--- src/rtl/membus_mon_pkg.sv ---
`default_nettype none
// ---------------------------------------------------------------------------
// membus_mon_pkg : shared types, defaults and sizing helper for the MemBus monitor
// Revision: 1.0
// ---------------------------------------------------------------------------
package membus_mon_pkg;

   typedef enum logic [1:0] {
      CMD_TIMEOUT = 2'd0,
      RSP_TIMEOUT = 2'd1,
      SPURIOUS    = 2'd2,
      OVERFLOW    = 2'd3
   } viol_kind_e;

   localparam int NUM_VIOL            = 4;
   localparam int DEF_NUM_PORTS       = 2;
   localparam int DEF_MAX_CMD_WAIT    = 4;
   localparam int DEF_MAX_RSP_WAIT    = 4;
   localparam int DEF_MAX_OUTSTANDING = 1;

   // Bits needed to hold any value 0..max(a,b).
   function automatic int clog2_of_max(input int a, input int b);
      return (a > b) ? $clog2(a + 1) : $clog2(b + 1);
   endfunction

endpackage : membus_mon_pkg
`default_nettype wire

--- src/rtl/membus_port_monitor.sv ---
`default_nettype none
// ---------------------------------------------------------------------------
// membus_port_monitor : counters, rule checks and sticky flags for one MemBus port
// Revision: 1.0
// ---------------------------------------------------------------------------
module membus_port_monitor
   import membus_mon_pkg::*;
#(
   parameter int MAX_CMD_WAIT    = DEF_MAX_CMD_WAIT,
   parameter int MAX_RSP_WAIT    = DEF_MAX_RSP_WAIT,
   parameter int MAX_OUTSTANDING = DEF_MAX_OUTSTANDING,
   parameter int WAIT_W          = clog2_of_max(MAX_CMD_WAIT, MAX_RSP_WAIT),
   parameter int OCNT_W          = clog2_of_max(MAX_OUTSTANDING, 0)
) (
   input  logic                clk_i,
   input  logic                reset_i,
   input  logic                cmd_valid_i,
   input  logic                cmd_ready_i,
   input  logic                cmd_write_i,
   input  logic                rsp_valid_i,
   input  logic                rsp_ready_i,
   output logic [OCNT_W-1:0]   outstanding_o,
   output logic                legal_o,
   output logic [NUM_VIOL-1:0] err_o
);

   localparam logic [OCNT_W-1:0] OCNT_MAX = OCNT_W'(MAX_OUTSTANDING);
   localparam logic [OCNT_W-1:0] OCNT_ONE = OCNT_W'(1);
   localparam logic [WAIT_W-1:0] CMD_MAX  = WAIT_W'(MAX_CMD_WAIT);
   localparam logic [WAIT_W-1:0] RSP_MAX  = WAIT_W'(MAX_RSP_WAIT);
   localparam logic [WAIT_W-1:0] WAIT_ONE = WAIT_W'(1);

   logic [OCNT_W-1:0]   ocnt_q, ocnt_d;
   logic [WAIT_W-1:0]   cmd_wait_q, cmd_wait_d;
   logic [WAIT_W-1:0]   rsp_wait_q, rsp_wait_d;
   logic [NUM_VIOL-1:0] err_q, err_d;
   logic [NUM_VIOL-1:0] viol;
   logic                accept, retire, cmd_stall, rsp_pending;

   always_comb begin
      accept      = cmd_valid_i & cmd_ready_i & ~cmd_write_i;
      retire      = rsp_valid_i & rsp_ready_i;
      cmd_stall   = cmd_valid_i & ~cmd_ready_i;
      rsp_pending = (ocnt_q != '0) & ~retire;

      viol              = '0;
      viol[CMD_TIMEOUT] = cmd_stall & (cmd_wait_q == CMD_MAX);
      viol[RSP_TIMEOUT] = rsp_pending & (rsp_wait_q == RSP_MAX);
      viol[SPURIOUS]    = rsp_valid_i & (ocnt_q == '0) & ~accept;
      viol[OVERFLOW]    = accept & (ocnt_q == OCNT_MAX) & ~retire;

      // Count saturates at both ends: overflow holds at max, spurious holds at 0.
      ocnt_d = ocnt_q;
      if (accept && !retire && ocnt_q != OCNT_MAX) begin
         ocnt_d = ocnt_q + OCNT_ONE;
      end else if (retire && !accept && ocnt_q != '0) begin
         ocnt_d = ocnt_q - OCNT_ONE;
      end

      cmd_wait_d = '0;
      if (cmd_stall) begin
         cmd_wait_d = (cmd_wait_q == CMD_MAX) ? cmd_wait_q : cmd_wait_q + WAIT_ONE;
      end

      rsp_wait_d = '0;
      if (rsp_pending) begin
         rsp_wait_d = (rsp_wait_q == RSP_MAX) ? rsp_wait_q : rsp_wait_q + WAIT_ONE;
      end

      err_d = err_q | viol;
   end

   always_ff @(posedge clk_i) begin
      if (reset_i) begin
         ocnt_q     <= '0;
         cmd_wait_q <= '0;
         rsp_wait_q <= '0;
         err_q      <= '0;
      end else begin
         ocnt_q     <= ocnt_d;
         cmd_wait_q <= cmd_wait_d;
         rsp_wait_q <= rsp_wait_d;
         err_q      <= err_d;
      end
   end

   assign outstanding_o = ocnt_q;
   assign legal_o       = ~|viol;
   assign err_o         = err_q;

endmodule : membus_port_monitor
`default_nettype wire

--- src/rtl/membus_fairness_monitor.sv ---
`default_nettype none
// ---------------------------------------------------------------------------
// membus_fairness_monitor : observe-only protocol/fairness monitor for NUM_PORTS MemBus channels
// Revision: 1.0
// ---------------------------------------------------------------------------
module membus_fairness_monitor
   import membus_mon_pkg::*;
#(
   parameter  int NUM_PORTS       = DEF_NUM_PORTS,
   parameter  int MAX_CMD_WAIT    = DEF_MAX_CMD_WAIT,
   parameter  int MAX_RSP_WAIT    = DEF_MAX_RSP_WAIT,
   parameter  int MAX_OUTSTANDING = DEF_MAX_OUTSTANDING,
   localparam int WAIT_W          = clog2_of_max(MAX_CMD_WAIT, MAX_RSP_WAIT),
   localparam int OCNT_W          = clog2_of_max(MAX_OUTSTANDING, 0)
) (
   input  logic                          clk,
   input  logic                          reset,
   input  logic [NUM_PORTS-1:0]          cmd_valid,
   input  logic [NUM_PORTS-1:0]          cmd_ready,
   input  logic [NUM_PORTS-1:0]          cmd_write,
   input  logic [NUM_PORTS-1:0]          rsp_valid,
   input  logic [NUM_PORTS-1:0]          rsp_ready,
   output logic [NUM_PORTS*OCNT_W-1:0]   outstanding,
   output logic [NUM_PORTS-1:0]          legal,
   output logic [NUM_PORTS-1:0]          err_cmd_timeout,
   output logic [NUM_PORTS-1:0]          err_rsp_timeout,
   output logic [NUM_PORTS-1:0]          err_spurious_rsp,
   output logic [NUM_PORTS-1:0]          err_overflow,
   output logic                          any_error
);

   logic any_error_q, any_error_d;

   for (genvar i = 0; i < NUM_PORTS; i++) begin : g_port
      logic [NUM_VIOL-1:0] err;

      membus_port_monitor #(
         .MAX_CMD_WAIT    (MAX_CMD_WAIT),
         .MAX_RSP_WAIT    (MAX_RSP_WAIT),
         .MAX_OUTSTANDING (MAX_OUTSTANDING),
         .WAIT_W          (WAIT_W),
         .OCNT_W          (OCNT_W)
      ) u_port (
         .clk_i         (clk),
         .reset_i       (reset),
         .cmd_valid_i   (cmd_valid[i]),
         .cmd_ready_i   (cmd_ready[i]),
         .cmd_write_i   (cmd_write[i]),
         .rsp_valid_i   (rsp_valid[i]),
         .rsp_ready_i   (rsp_ready[i]),
         .outstanding_o (outstanding[i*OCNT_W +: OCNT_W]),
         .legal_o       (legal[i]),
         .err_o         (err)
      );

      assign err_cmd_timeout[i]  = err[CMD_TIMEOUT];
      assign err_rsp_timeout[i]  = err[RSP_TIMEOUT];
      assign err_spurious_rsp[i] = err[SPURIOUS];
      assign err_overflow[i]     = err[OVERFLOW];
   end

   // Reduction of the already-registered flags, so any_error trails them by one cycle.
   assign any_error_d = |{err_cmd_timeout, err_rsp_timeout, err_spurious_rsp, err_overflow};

   always_ff @(posedge clk) begin
      if (reset) begin
         any_error_q <= 1'b0;
      end else begin
         any_error_q <= any_error_d;
      end
   end

   assign any_error = any_error_q;

endmodule : membus_fairness_monitor
`default_nettype wire

--- config.mk ---
export PLATFORM = sky130hd
export DESIGN_NAME = membus_fairness_monitor
export DESIGN_NICKNAME = d
export VERILOG_FILES = /design/src/rtl/membus_mon_pkg.sv /design/src/rtl/membus_port_monitor.sv /design/src/rtl/membus_fairness_monitor.sv
export SDC_FILE = /design/constraint.sdc
export NUM_CORES = 1
export LEC_CHECK = 0
export ABC_AREA = 1
export CAP_MARGIN = 20
export CORE_ASPECT_RATIO = 1.2
export CORE_UTILIZATION = 45
export DETAILED_ROUTE_END_ITERATION = 6
export PLACE_DENSITY = 0.7
export SLEW_MARGIN = 10
export SYNTH_ARGS = -nofsm -noshare
export SYNTH_HDL_FRONTEND = slang
export SYNTH_SLANG_ARGS = --single-unit
--- constraint.sdc ---
create_clock -name clk -period 1.6 [get_ports clk]
set_input_delay 0.24 -clock clk [delete_from_list [all_inputs] [get_ports clk]]
set_output_delay 0.24 -clock clk [all_outputs]
set_load 0.005 [all_outputs]
==> summary.txt <==
Outcome - finished clean
Area share of the largest cell type after synthesis - 0.384
DIE AREA - 2870 um2
LEAKAGE - 0.887 nW
Netlist Area Pre-Place - 1200 um2
Die Y - 58.5 um
Post-route ant nets - 0
Final period utilization - 0.951
Hold-fix buffers at CTS - 0
Routability congestion estimate - 0.775
Max Slew Vio Count - 0
Synth Area in Compound Gates - 0.138
HPWL Detailed - 2080 um
RR Endpoint - g_port[1].u_port.rsp_wait_q[2]
Largest net degree at the start of global routing - 14
Hold path start - cmd_valid[0]
Setup violators final - 0
Hold Slack - 0.337 ns
WP data arrival - 1.28 ns
# fillers - 199
Initial antenna violation count - 0
Syn Nets - 187
Post-synthesis mux area share - 0
Clock Latency Late Sink - 0.30 ns
Vias per cell - 4.65
Row count - 20
FMAX - 657 MHz
Maximum fanout along the worst path - 2
Total vias in the final route - 1199
Worst min path class - in2reg
DR iter-0 viols - 21
Number of H-tree levels - 1
Storage element area - 472 um2
Hold EP - g_port[0].u_port.cmd_wait_q[0]
Slew Limit Headroom - 0.885
Post-layout nets - 246
Maxcap violations - 0
Worst Path Required - 1.36 ns
CTS tree - built
I/O Pins - 25
Placed cells - 249
Total gr overflow - 0
Final clock skew - 0.00173 ns
Final Hold Viols - 0
Sequential element share of the synthesized area - 0.384
# DRC - 0
RSZ-0062 raised after global routing - yes
Synth area leader - dfxtp_1
Crit. End Element - primary output
Synth Instances - 167
Main combinational cell family by area after synthesis - simple AND/OR/NAND/NOR gates
First-pass GRT wire length - 4690 um
WL/cell - 10.9 um
Yosys warns - 0
I/O Buffers - 24
Syn Area/Cell - 7.18 um2
Clock sinks - 23
RR Startpoint - g_port[1].u_port.rsp_wait_q[1]
Clk slew on worst S/H paths - 0.13 ns
Share of layout cells above drive strength 1 - 0.378
Die width - 49.1 um
Root buffer cell - clkbuf_4
Maximum clock path buffer count - 2
Worst slew pin tran - 0.172 ns
Tmin final - 1.52 ns
Area contributors post-synth - dfxtp_1 38%, nand2_1 12%, inv_1 9.4%
Xor and xnor fraction of the mapped netlist area - 0
Startpoint class of the critical path - flop
Kind of critical path - reg2out
Gr usage total - 0.207
Antenna Cells - 0
Reg2reg setup slack - 0.39 ns
#FFs+latches synth - 23
Worst VDD drop - 0.417 mV
CTS buffer count - 3
Reg2reg path depth - 9
Count of cell types in the netlist - 18
Multi-input gate area - 638 um2
Wirelength, routed - 2810 um
Area share of fa/ha/maj cells after synthesis - 0.0835
Layout Area Growth over Synthesis - 51.3%
Initial core utilization - 0.474
Vias in the first global route - 1202
Hold Path Depth - 3
Post-Synth Simple-Gate Area - 0.244
Core area - 2530 um2
Non-filler cells, final - 258
DR pass1 iterations - 5
Pwr dens - 557 nW/um2
-- sequential cells by signal, indices dropped and copies added, names as in the netlist --
signal / count
g_port.u_port.rsp_wait_q: 6
any_error: 1
g_port.u_port.outstanding_o: 2
g_port.u_port.err_o: 8
g_port.u_port.cmd_wait_q: 6
-- critical path, stage by stage (launching register included) --
cell	delay, ns
dfxtp_1	0.35
inv_1	0.07
ha_4	0.15
nand2_2	0.06
inv_2	0.05
nand3_2	0.06
nand2_1	0.06
nor2_1	0.07
buf_2	0.11
-- layout make-up --
cell class / instances / area share
Sequential cell: 23 / 0.260
Clock buffer: 3 / 0.0124
Timing Repair Buffer: 59 / 0.273
Tap cell: 33 / 0.0228
Inverter: 37 / 0.0766
Clock inverter: 1 / 0.00276
Multi-Input combinational cell: 102 / 0.352
-- cell usage after synthesis, drive strengths merged --
| library cell | count |
|---|---|
| a21oi | 20 |
| buf | 5 |
| dfxtp | 23 |
| ha | 8 |
| inv | 37 |
| nand2 | 42 |
| nand3 | 8 |
| nand3b | 2 |
| nor2 | 16 |
| o21ai | 4 |
| o21bai | 2 |
-- cell families after synthesis --
family	after synthesis
DFF	23
and+or+nand+nor	68
buffers and inverters	42
AOI/OAI and AO/OA	26
adders and majority gates	8
-- layer usage --
metal | global-route usage | wire length (um)
met2 | 0.427 | 1550
met5 | 0 | 0
met3 | 0.0310 | 76
met1 | 0.215 | 1150
met4 | 0.0504 | 32
-- layout by cell type (no fill, tap or decap), drive strengths merged --
master and count:
nand2 42, buf 37, inv 37, dfxtp 23, clkdlybuf4s50 21, a21oi 20, nor2 16, nand3 8
ha 8, o21ai 4, clkbuf 3, nand3b 2, o21bai 2, clkinv 1, dlymetal6s2s 1
-- through the flow --
step / instance area (um2) / setup WS, ns / power [mW] / TNS (ns) / utilization
2_1_floorplan: 1200 / 0.322 / 0.666 / 0 / -
3_3_place_gp: 1660 / -0.238 / 0.741 / -0.470 / 0.658
3_5_place_dp: 1660 / -0.266 / 0.745 / -0.517 / 0.658
4_1_cts: 1730 / 0.0120 / 1.01 / 0 / 0.686
5_1_grt: 1810 / -0.0302 / 1.06 / -0.0302 / 0.717
6_report: 1810 / 0.0786 / 1.01 / 0 / 0.717
-- where the power goes --
part / total (mW) / leakage, nW / internal (mW) / switching (mW)
clock: 0.267 / 0.0177 / 0.0931 / 0.174
combinational: 0.146 / 0.678 / 0.0830 / 0.0635
sequential: 0.596 / 0.191 / 0.586 / 0.00983
total: 1.01 / 0.887 / 0.762 / 0.247
-- worst max-delay path by stage --
stage                                         from        to  slack, ns  cells after the start
floorplan           g_port[0].u_port.rsp_wait_q[0]  legal[0]       0.32                      8
global placement                      rsp_valid[0]  legal[0]      -0.24                      6
detailed placement                    rsp_valid[0]  legal[0]      -0.27                      6
CTS                 g_port[0].u_port.cmd_wait_q[0]  legal[0]       0.01                      8
global route        g_port[0].u_port.cmd_wait_q[1]  legal[0]      -0.03                      8
finish              g_port[1].u_port.rsp_wait_q[1]  legal[1]       0.08                      8
-- repair_timing --
item / in CTS / in global routing
resized for setup: 18 / 20
endpoints found under the setup margin: 2 / 4
pin swaps: 2 / 8
setup buffers: 3 / 2
Power figures use the tool's default switching activity.
